`config.mk`:
```
export PLATFORM = sky130hd
export DESIGN_NAME = sdr_init_refresh_seq
export DESIGN_NICKNAME = d
export VERILOG_FILES = /design/src/rtl/sdr_init_refresh_seq.sv
export SDC_FILE = /design/constraint.sdc
export NUM_CORES = 1
export LEC_CHECK = 0
export CAP_MARGIN = 20
export CORE_MARGIN = 2
export CORE_UTILIZATION = 39
export DETAILED_ROUTE_END_ITERATION = 8
export GPL_TIMING_DRIVEN = 0
export PLACE_DENSITY = 0.62
export RECOVER_POWER = 25
export REMOVE_ABC_BUFFERS = 1
export SLEW_MARGIN = 20
export SYNTH_ARGS = -nofsm -noshare
export SYNTH_HDL_FRONTEND = slang
export SYNTH_SLANG_ARGS = --single-unit
```
`constraint.sdc`:
```
create_clock -name sdram_clk -period 3.55 [get_ports sdram_clk]
set_input_delay 0.355 -clock sdram_clk [delete_from_list [all_inputs] [get_ports sdram_clk]]
set_output_delay 0.355 -clock sdram_clk [all_outputs]
set_load 0.02 [all_outputs]
```
`src/rtl/sdr_init_refresh_seq.sv`:
```
// SDRAM power-up init sequencer (CKE hold, PRECHARGE ALL, 2x AUTO REFRESH, LMR)
// followed by periodic AUTO REFRESH scheduling with a req/gnt bus handshake.
module sdr_init_refresh_seq #(
  parameter int unsigned INIT_WAIT  = 10000,
  parameter int unsigned TRP        = 2,
  parameter int unsigned TRFC       = 7,
  parameter int unsigned TMRD       = 2,
  parameter int unsigned REF_PERIOD = 780,
  parameter logic [12:0] MODE_REG   = 13'h033,
  parameter int unsigned REF_MAX    = 8
) (
  input  logic        sdram_clk,
  input  logic        sdram_reset,
  input  logic        ref_gnt,
  output logic        init_done,
  output logic        ref_req,
  output logic [3:0]  ref_debt,
  output logic        ref_ovf,
  output logic        cmd_own,
  output logic        cmd_cke,
  output logic        cmd_cs_n,
  output logic        cmd_ras_n,
  output logic        cmd_cas_n,
  output logic        cmd_we_n,
  output logic [12:0] cmd_addr,
  output logic [1:0]  cmd_ba
);

  typedef enum logic [3:0] {
    S_INIT_WAIT, S_INIT_PRE, S_INIT_TRP, S_INIT_REF1, S_INIT_TRFC1,
    S_INIT_REF2, S_INIT_TRFC2, S_INIT_LMR, S_INIT_TMRD, S_IDLE,
    S_REF_WAIT_GNT, S_REF_PRE, S_REF_TRP, S_REF_CMD, S_REF_TRFC
  } state_t;

  localparam logic [15:0] WAIT_END = 16'(INIT_WAIT);
  localparam logic [15:0] TRP_END  = 16'(TRP - 1);
  localparam logic [15:0] TRFC_END = 16'(TRFC - 1);
  localparam logic [15:0] TMRD_END = 16'(TMRD - 1);
  localparam logic [15:0] IVL_END  = 16'(REF_PERIOD - 1);
  localparam logic [3:0]  DEBT_MAX = 4'(REF_MAX);

  localparam logic [3:0] CMD_NOP = 4'b0111;
  localparam logic [3:0] CMD_PRE = 4'b0010;
  localparam logic [3:0] CMD_REF = 4'b0001;
  localparam logic [3:0] CMD_LMR = 4'b0000;
  localparam logic [3:0] CMD_DES = 4'b1111;

  state_t      state_q, state_d;
  logic [15:0] cnt_q, cnt_d;
  logic [15:0] ivl_q, ivl_d;
  logic [3:0]  debt_q, debt_d;
  logic        ovf_q, ovf_d;
  logic        done_q, done_d;
  logic        cke_q, cke_d;
  logic [3:0]  cmd_q, cmd_d;
  logic [12:0] addr_q, addr_d;
  logic [1:0]  ba_q, ba_d;
  logic        own_q, own_d;
  logic        req_q, req_d;
  logic        expire;
  logic        drain;

  always_ff @(posedge sdram_clk) begin
    if (sdram_reset) begin
      state_q <= S_INIT_WAIT;
      cnt_q   <= '0;
      ivl_q   <= '0;
      debt_q  <= '0;
      ovf_q   <= 1'b0;
      done_q  <= 1'b0;
      cke_q   <= 1'b0;
      cmd_q   <= CMD_DES;
      addr_q  <= '0;
      ba_q    <= '0;
      own_q   <= 1'b1;
      req_q   <= 1'b0;
    end else begin
      state_q <= state_d;
      cnt_q   <= cnt_d;
      ivl_q   <= ivl_d;
      debt_q  <= debt_d;
      ovf_q   <= ovf_d;
      done_q  <= done_d;
      cke_q   <= cke_d;
      cmd_q   <= cmd_d;
      addr_q  <= addr_d;
      ba_q    <= ba_d;
      own_q   <= own_d;
      req_q   <= req_d;
    end
  end

  // The reset state stands for the cycle before cycle 0, so during INIT_WAIT
  // cnt_q equals the current cycle index plus one.
  always_comb begin
    state_d = state_q;
    cnt_d   = cnt_q + 16'd1;
    ivl_d   = ivl_q;
    debt_d  = debt_q;
    ovf_d   = ovf_q;
    expire  = 1'b0;

    if (done_q) begin
      if (ivl_q == IVL_END) begin
        ivl_d  = '0;
        expire = 1'b1;
      end else begin
        ivl_d = ivl_q + 16'd1;
      end
    end

    drain = (state_q == S_REF_TRFC) && (cnt_q == TRFC_END);

    if (expire && (debt_q == DEBT_MAX)) ovf_d = 1'b1;
    if (expire && !drain && (debt_q != DEBT_MAX)) debt_d = debt_q + 4'd1;
    else if (drain && !expire)                    debt_d = debt_q - 4'd1;

    case (state_q)
      S_INIT_WAIT:    if (cnt_q == WAIT_END) state_d = S_INIT_PRE;
      S_INIT_PRE:     begin state_d = S_INIT_TRP;   cnt_d = 16'd1; end
      S_INIT_TRP:     if (cnt_q == TRP_END)  state_d = S_INIT_REF1;
      S_INIT_REF1:    begin state_d = S_INIT_TRFC1; cnt_d = 16'd1; end
      S_INIT_TRFC1:   if (cnt_q == TRFC_END) state_d = S_INIT_REF2;
      S_INIT_REF2:    begin state_d = S_INIT_TRFC2; cnt_d = 16'd1; end
      S_INIT_TRFC2:   if (cnt_q == TRFC_END) state_d = S_INIT_LMR;
      S_INIT_LMR:     begin state_d = S_INIT_TMRD;  cnt_d = 16'd1; end
      S_INIT_TMRD:    if (cnt_q == TMRD_END) state_d = S_IDLE;
      S_IDLE:         if (debt_q != 4'd0)    state_d = S_REF_WAIT_GNT;
      S_REF_WAIT_GNT: if (ref_gnt)           state_d = S_REF_PRE;
      S_REF_PRE:      begin state_d = S_REF_TRP;    cnt_d = 16'd1; end
      S_REF_TRP:      if (cnt_q == TRP_END)  state_d = S_REF_CMD;
      S_REF_CMD:      begin state_d = S_REF_TRFC;   cnt_d = 16'd1; end
      S_REF_TRFC: begin
        // Gnt is only looked at here, so a dropped grant mid-tRFC is ignored.
        if (drain) begin
          if ((debt_d != 4'd0) && ref_gnt) state_d = S_REF_CMD;
          else                             state_d = S_IDLE;
        end
      end
      default:        state_d = S_INIT_WAIT;
    endcase

    done_d = done_q || (state_d == S_IDLE);
  end

  // Outputs are decoded from the next state so the registered pins line up
  // with the state they describe.
  always_comb begin
    cke_d  = (state_d != S_INIT_WAIT);
    cmd_d  = CMD_NOP;
    addr_d = '0;
    ba_d   = '0;
    own_d  = !((state_d == S_IDLE) || (state_d == S_REF_WAIT_GNT));
    req_d  = (state_d == S_REF_WAIT_GNT) || (state_d == S_REF_PRE) ||
             (state_d == S_REF_TRP) || (state_d == S_REF_CMD) ||
             (state_d == S_REF_TRFC);
    case (state_d)
      S_INIT_PRE, S_REF_PRE: begin
        cmd_d  = CMD_PRE;
        addr_d = 13'h0400;
      end
      S_INIT_REF1, S_INIT_REF2, S_REF_CMD: cmd_d = CMD_REF;
      S_INIT_LMR: begin
        cmd_d  = CMD_LMR;
        addr_d = MODE_REG;
      end
      default: ;
    endcase
  end

  assign init_done = done_q;
  assign ref_req   = req_q;
  assign ref_debt  = debt_q;
  assign ref_ovf   = ovf_q;
  assign cmd_own   = own_q;
  assign cmd_cke   = cke_q;
  assign cmd_cs_n  = cmd_q[3];
  assign cmd_ras_n = cmd_q[2];
  assign cmd_cas_n = cmd_q[1];
  assign cmd_we_n  = cmd_q[0];
  assign cmd_addr  = addr_q;
  assign cmd_ba    = ba_q;

endmodule

```
==> out/qor.yml, run 1 <==
clock_tree:
  holdBufCountCts: 0
  worstSkewPairLatency_ns: 0.31
  htree_levels: 2
  post_cts_resized: 0
  cts.sinks: 51
  cts_buffers: 5
  root_buffer: "clkbuf_8"
  clkSlewWorstSetupHoldPaths_ns: 0.10
  cts_buffer_depth: 2
  post_cts_buffers: 0
  cts_tree: "done"
floorplanning:
  dieWidth_um: 88.9
  die_h_um: 88.9
  rows: 30
  pin_count: 31
  design.core.area_um2: 6910
  die_area_um2: 7910
  start_util: 0.407
final_layout:
  design_area_um2: 3120
  utilization: 0.451
  drive_gt1_frac: 0.0538
  fin_nets: 363
  syn_to_final_growth_pct: 10.8
  stdcell_count: 449
  antenna_cells_inserted: 0
place:
  portBuffers: 20
  pre_cts_slack_ns: 0.639
  routabilityCongestion: 0.851
  dp_cells: 441
  placedInstanceArea_um2: 3030
  hpwl_um: 4160
synthesis:
  syn_inst: 339
  synthesis.area_um2: 2810
  synth_edf_count: 0
  yosysWarnings: 0
  synth.avg_cell_area_um2: 8.30
  yosysTopAreaCell: "dfxtp_1"
  synth_top_cell_area_share: 0.363
  synth-seq-cells: 51
  yosysUniqueCellTypes: 56
  synth_area_leaders: "dfxtp_1 (36%), nor2_1 (7.1%), xor2_1 (6.2%)"
  synth_flop_cell: "dfxtp_1"
  async_flop_share: 0
  yosysSeqAreaShare: 0.363
route:
  drt_pre_antenna_iters: 4
  drt_iter0_drc: 191
  vias: 2288
  wl_per_cell_um: 12.8
  vias_per_cell: 5.10
  drc: 0
  final_antenna_net_count: 0
  totalWireLength_um: 5750
worst_setup_path:
  crit_path_frequent_cell: "or4_4"
  path_cells: "or4_4 -> or4_4 -> nor3_2 -> mux2i_1 -> xor2_1 -> a21boi_1 -> o2111a_1"
  end_kind: "flop"
  rr_startpoint: "cnt_q[9]$_SDFF_PP0_"
  cp_slowest_cell: "or4_4"
  crit_required_ns: 3.75
  cp_data_arrival_time_ns: 3.14
  reg2reg_to: "ref_req$_SDFF_PP0_"
  crit_buf_inv: 0
  r2r_slack_ns: 0.61
  critPathMaxFanout: 5
  crit_family: "simple AND/OR/NAND/NOR gates"
  r2r_cells: 7
  crit_path_start_kind: "flop"
  criticalPathCategory: "flop to flop"
  cpPeakStageDelay_ns: 0.58
worst_hold_path:
  hp-class: "flop to flop"
  hold_depth: 2
  min_to: "ref_ovf$_SDFFE_PP0P_"
  min_from: "ref_ovf$_SDFFE_PP0P_"
timing:
  finalMaxSlewViolations: 0
  rsz0062_at_grt: "no"
  fin_crit_sh: 0.828
  hold_viol_final: 0
  setup_viol: 0
  finalClockSkew_ns: 0.0126
  relSlewSlack: 0.573
  timing.hold.ws_ns: 0.483
  fin_ws_ns: 0.612
  worst-slew-pin-transition_ns: 0.640
  fmax_mhz: 340
  fin_tns_setup_ns: 0
  period_needed_ns: 2.94
grt:
  grt_start_max_net_pins: 21
  grt_first_pass_wirelength_um: 9610
  antenna_found_initial: 0
  grt-ovfl-total: 0
  grtUsageTotal: 0.154
  grt_pass1_vias: 2051
pwr:
  power_mw: 1.02
  ir_drop_mv: 0.215
  power.density_nw_per_um2: 326
  leakagePower_nw: 1.19
outcome:
  status: "finished, final reports clean"
flow_run:
  maxCapViolCount: 0
[kinds of logic (layout without fill, tap and decap cells)]
logic type | count (synthesis) | in the layout | synth area share
and+or+nand+nor | 166 | 166 | 0.313
DFF | 51 | 51 | 0.363
AOI/OAI and AO/OA | 44 | 44 | 0.112
xor gates and xnor gates | 33 | 33 | 0.103
buffers and inverters | 33 | 38 | 0.0614
adders and majority gates | 8 | 8 | 0.0356
muxes | 3 | 3 | 0.0107
other | 1 | 10 | 0.00133
[flip-flops by register name, indices dropped and copies added (netlist names)]
name       count
init_done      1
cmd_own        1
cmd_addr       2
ref_ovf        1
cmd_cke        1
ref_req        1
cnt_q         16
ref_debt       4
state_q        4
cmd_q          4
ivl_q         16
[power by group]
| part | internal (mW) | switching [mW] |
|---|---|---|
| Combinational | 0.0343 | 0.0599 |
| Clock | 0.138 | 0.189 |
| Sequential | 0.580 | 0.0169 |
| Total | 0.752 | 0.265 |
[synth_stat cells, drive strengths merged, types with 2 or more instances]
| cell | n |
|---|---|
| clkbuf | 10 |
| buf | 13 |
| a31oi | 2 |
| xnor2 | 13 |
| nor4 | 4 |
| nor2 | 53 |
| a2111oi | 2 |
| nor3 | 8 |
| ha | 8 |
| nand4 | 5 |
| and2 | 3 |
| nand2 | 28 |
| inv | 10 |
| a21oi | 12 |
| nor2b | 5 |
| a22oi | 2 |
| nor3b | 3 |
| or3 | 2 |
| xor2 | 20 |
| a22o | 2 |
| nand3 | 21 |
| o211ai | 2 |
| a211oi | 3 |
| dfxtp | 51 |
| nand4b | 2 |
| and3 | 16 |
| or4 | 8 |
| nand2b | 3 |
| mux2i | 3 |
| a21o | 3 |
| o21ai | 5 |
[placed cells by master (no fill, tap or decap), drive strengths merged, types with 12 or more instances in the layout]
cell type	count
a21oi	12
and3	16
dfxtp	51
dlygate4sd3	14
nand2	28
nand3	21
nor2	53
xnor2	13
xor2	20
[final cells by class]
cell class / count / area (µm²)
fillers: 695 / 3790
multi-input cells: 264 / 1650
flip-flops and latches: 51 / 1020
repair buffers: 20 / 200
well taps: 96 / 120
clock buffers: 6 / 72.6
inverters: 10 / 37.5
clock inverters: 2 / 12.5
[per-layer routing]
layer / routed length [µm] / share of wire / track usage
met2: 2570 / 0.45 / 0.227
met1: 2830 / 0.49 / 0.225
met3: 277 / 0.048 / 0.0305
met4: 70 / 0.012 / 0.0502
met5: 0 / 0 / 0
[worst reg2reg max path: stages, from the launching register on]
cell,delay (ns)
dfxtp_1,0.35
or4_4,0.58
or4_4,0.55
nor3_2,0.30
mux2i_1,0.26
xor2_1,0.37
a21boi_1,0.15
o2111a_1,0.28
[worst max path at each step]
stage	startpoint	end	slack, ns	cells after the start
floorplan	cnt_q[9]$_SDFF_PP0_	ref_req$_SDFF_PP0_	0.96	7
global placement	cnt_q[9]$_SDFF_PP0_	ref_req$_SDFF_PP0_	0.61	7
detailed placement	cnt_q[9]$_SDFF_PP0_	ref_req$_SDFF_PP0_	0.64	7
CTS	cnt_q[9]$_SDFF_PP0_	ref_req$_SDFF_PP0_	0.62	7
global route	cnt_q[9]$_SDFF_PP0_	ref_req$_SDFF_PP0_	0.50	7
finish	cnt_q[9]$_SDFF_PP0_	ref_req$_SDFF_PP0_	0.61	7
No activity file was read; power rests on OpenSTA's default activity.
==> inputs of run 2 (changes only) <==
==> constraint.sdc (replaced) <==
create_clock -name sdram_clk -period 2.85 [get_ports sdram_clk]
set_input_delay 0.285 -clock sdram_clk [delete_from_list [all_inputs] [get_ports sdram_clk]]
set_output_delay 0.285 -clock sdram_clk [all_outputs]
set_load 0.02 [all_outputs]
==> out/qor.yml, run 2 (same netlist as run 1, synthesis figures left out) <==
floorplanning:
  start_util: 0.407  # unchanged
  dieWidth_um: 88.9  # unchanged
  die_area_um2: 7910  # unchanged
  rows: 30  # unchanged
  design.core.area_um2: 6910  # unchanged
  pin_count: 31  # unchanged
  die_h_um: 88.9  # unchanged
worst_setup_path:
  critPathMaxFanout: 5  # unchanged
  rr_startpoint: "cnt_q[9]$_SDFF_PP0_"  # unchanged
  crit_path_start: "cnt_q[9]$_SDFF_PP0_"  # unchanged
  reg2reg_to: "ref_req$_SDFF_PP0_"  # unchanged
  r2r_cells: 7  # unchanged
  r2r_slack_ns: 0.08  # was 0.61 ns
  path_cells: "or4_4 -> or4_4 -> nor3_4 -> mux2i_2 -> xor2_2 -> a21boi_1 -> o2111a_1"  # was or4_4 -> or4_4 -> nor3_2 -> mux2i_1 -> xor2_1 -> a21boi_1 -> o2111a_1
  crit_path_frequent_cell: "or4_4"  # unchanged
  crit_family: "simple AND/OR/NAND/NOR gates"  # unchanged
  criticalPathCategory: "flop to flop"  # unchanged
  cp_slowest_cell: "or4_4"  # unchanged
  crit_path_start_kind: "flop"  # unchanged
  crit_required_ns: 3.05  # was 3.75 ns
  cpPeakStageDelay_ns: 0.58  # about the same
  end_kind: "flop"  # unchanged
  crit_buf_inv: 0  # unchanged
  cp_data_arrival_time_ns: 2.97  # was 3.14 ns
place:
  placedInstanceArea_um2: 3030  # unchanged
  pre_cts_slack_ns: -0.0605  # was 0.639 ns
  hpwl_um: 4160  # unchanged
  portBuffers: 20  # unchanged
  routabilityCongestion: 0.851  # unchanged
clock_tree:
  worstSkewPairLatency_ns: 0.31  # about the same
  cts.sinks: 51  # unchanged
  cts_buffers: 5  # unchanged
  clkSlewWorstSetupHoldPaths_ns: 0.09  # was 0.10 ns
  cts_tree: "done"  # unchanged
  holdBufCountCts: 0  # unchanged
  cts_buffer_depth: 2  # unchanged
  root_buffer: "clkbuf_8"  # unchanged
  htree_levels: 2  # unchanged
grt:
  grtUsageTotal: 0.154  # about the same
  grt_pass1_vias: 2053  # was 2,051
  antenna_found_initial: 0  # unchanged
  grt_first_pass_wirelength_um: 9630  # was 9610 µm
  grt-ovfl-total: 0  # unchanged
  grt_start_max_net_pins: 21  # unchanged
final_layout:
  antenna_cells_inserted: 0  # unchanged
  syn_to_final_growth_pct: 13.1  # was 10.8%
  layout_common_cells: "nor2_1 (53), dfxtp_1 (51), nand2_1 (28)"  # unchanged
  fin_nets: 366  # was 363
  design_area_um2: 3180  # was 3120 µm²
  drive_gt1_frac: 0.0702  # was 0.0538
  final_common_cell: "nor2_1"  # unchanged
  reg.largest.list: "cnt_q (16), ivl_q (16)"  # unchanged
timing:
  fin_tns_setup_ns: 0  # unchanged
  finalMaxSlewViolations: 0  # unchanged
  fin_ws_ns: 0.0759  # was 0.612 ns
  finalClockSkew_ns: 0.00999  # was 0.0126 ns
  period_needed_ns: 2.77  # was 2.94 ns
  relSlewSlack: 0.571  # was 0.573
  hold_viol_final: 0  # unchanged
  setup_viol: 0  # unchanged
  fin_crit_sh: 0.973  # was 0.828
  rsz0062_at_grt: "no"  # unchanged
  worst-slew-pin-transition_ns: 0.642  # was 0.640 ns
  fmax_mhz: 360  # was 340 MHz
pwr:
  leakagePower_nw: 1.21  # was 1.19 nW
  power_mw: 1.27  # was 1.02 mW
  ir_drop_mv: 0.269  # was 0.215 mV
  power.density_nw_per_um2: 399  # was 326 nW/µm²
worst_hold_path:
  min_from: "ref_ovf$_SDFFE_PP0P_"  # unchanged
  hp-class: "flop to flop"  # unchanged
  hold_depth: 2  # unchanged
  min_to: "ref_ovf$_SDFFE_PP0P_"  # unchanged
route:
  totalWireLength_um: 5890  # was 5750 µm
  final_antenna_net_count: 0  # unchanged
  vias_per_cell: 5.15  # was 5.10
  drt_iter0_drc: 197  # was 191
  wl_per_cell_um: 13.0  # was 12.8 µm
  drc: 0  # unchanged
  vias: 2327  # was 2,288
  drt_pre_antenna_iters: 4  # unchanged
outcome:
  status: "finished, final reports clean"  # unchanged
flow_run:
  maxCapViolCount: 0  # unchanged
## run 2: metal layers
layer  wire length [µm]  vias up  track usage  part of all wire
met4                 35        0       0.0502            0.0059
met2               2680       51        0.227              0.46
met1               2960     1087        0.226              0.50
met3                213        2       0.0305             0.036
met5                  0        -            0                 0
li1                   -     1187            -                 -
## run 2: what timing repair did
action | CTS | global route
pin swaps | 0 | 3
endpoints found under the setup margin | 3 | 8
setup buffers | 0 | 3
resized for setup | 2 | 4
## run 2: stage by stage
step,hold slack [ns],util,instances
after global placement,0.452,0.439,441
final,0.479,0.461,452
after CTS,0.492,0.453,449
after global routing,0.520,0.461,452
after floorplan,0.313,-,325
after detailed placement,0.467,0.439,441
## run 2: layout make-up
| class | count | area (µm²) |
|---|---|---|
| fillers | 688 | 3720 |
| multi-input cells | 264 | 1700 |
| flip-flops and latches | 51 | 1020 |
| repair buffers | 23 | 223 |
| well taps | 96 | 120 |
| clock buffers | 6 | 72.6 |
| inverters | 10 | 37.5 |
| clock inverters | 2 | 12.5 |
## run 2: where the power goes
group / total, mW / switching, mW / leakage, nW / internal (mW)
registers: 0.743 / 0.0209 / 0.412 / 0.722
clock network: 0.405 / 0.233 / 0.0412 / 0.172
logic: 0.121 / 0.0768 / 0.760 / 0.0445
total: 1.27 / 0.331 / 1.21 / 0.938
## run 2: how the worst max path moves through the flow
stage	slack, ns	endpoint	depth (start not counted)
CTS	0.02	ref_req$_SDFF_PP0_	7
detailed placement	-0.06	ref_req$_SDFF_PP0_	7
finish	0.08	ref_req$_SDFF_PP0_	7
global route	0.0007	ref_req$_SDFF_PP0_	7
floorplan	0.26	ref_req$_SDFF_PP0_	7
global placement	-0.09	ref_req$_SDFF_PP0_	7
## run 2: worst register-to-register path, cell delays in order, from the launching register on
cell and delay, ns:
dfxtp_1 0.35, or4_4 0.58, or4_4 0.58, nor3_4 0.21, mux2i_2 0.29, xor2_2 0.27
a21boi_1 0.14, o2111a_1 0.27
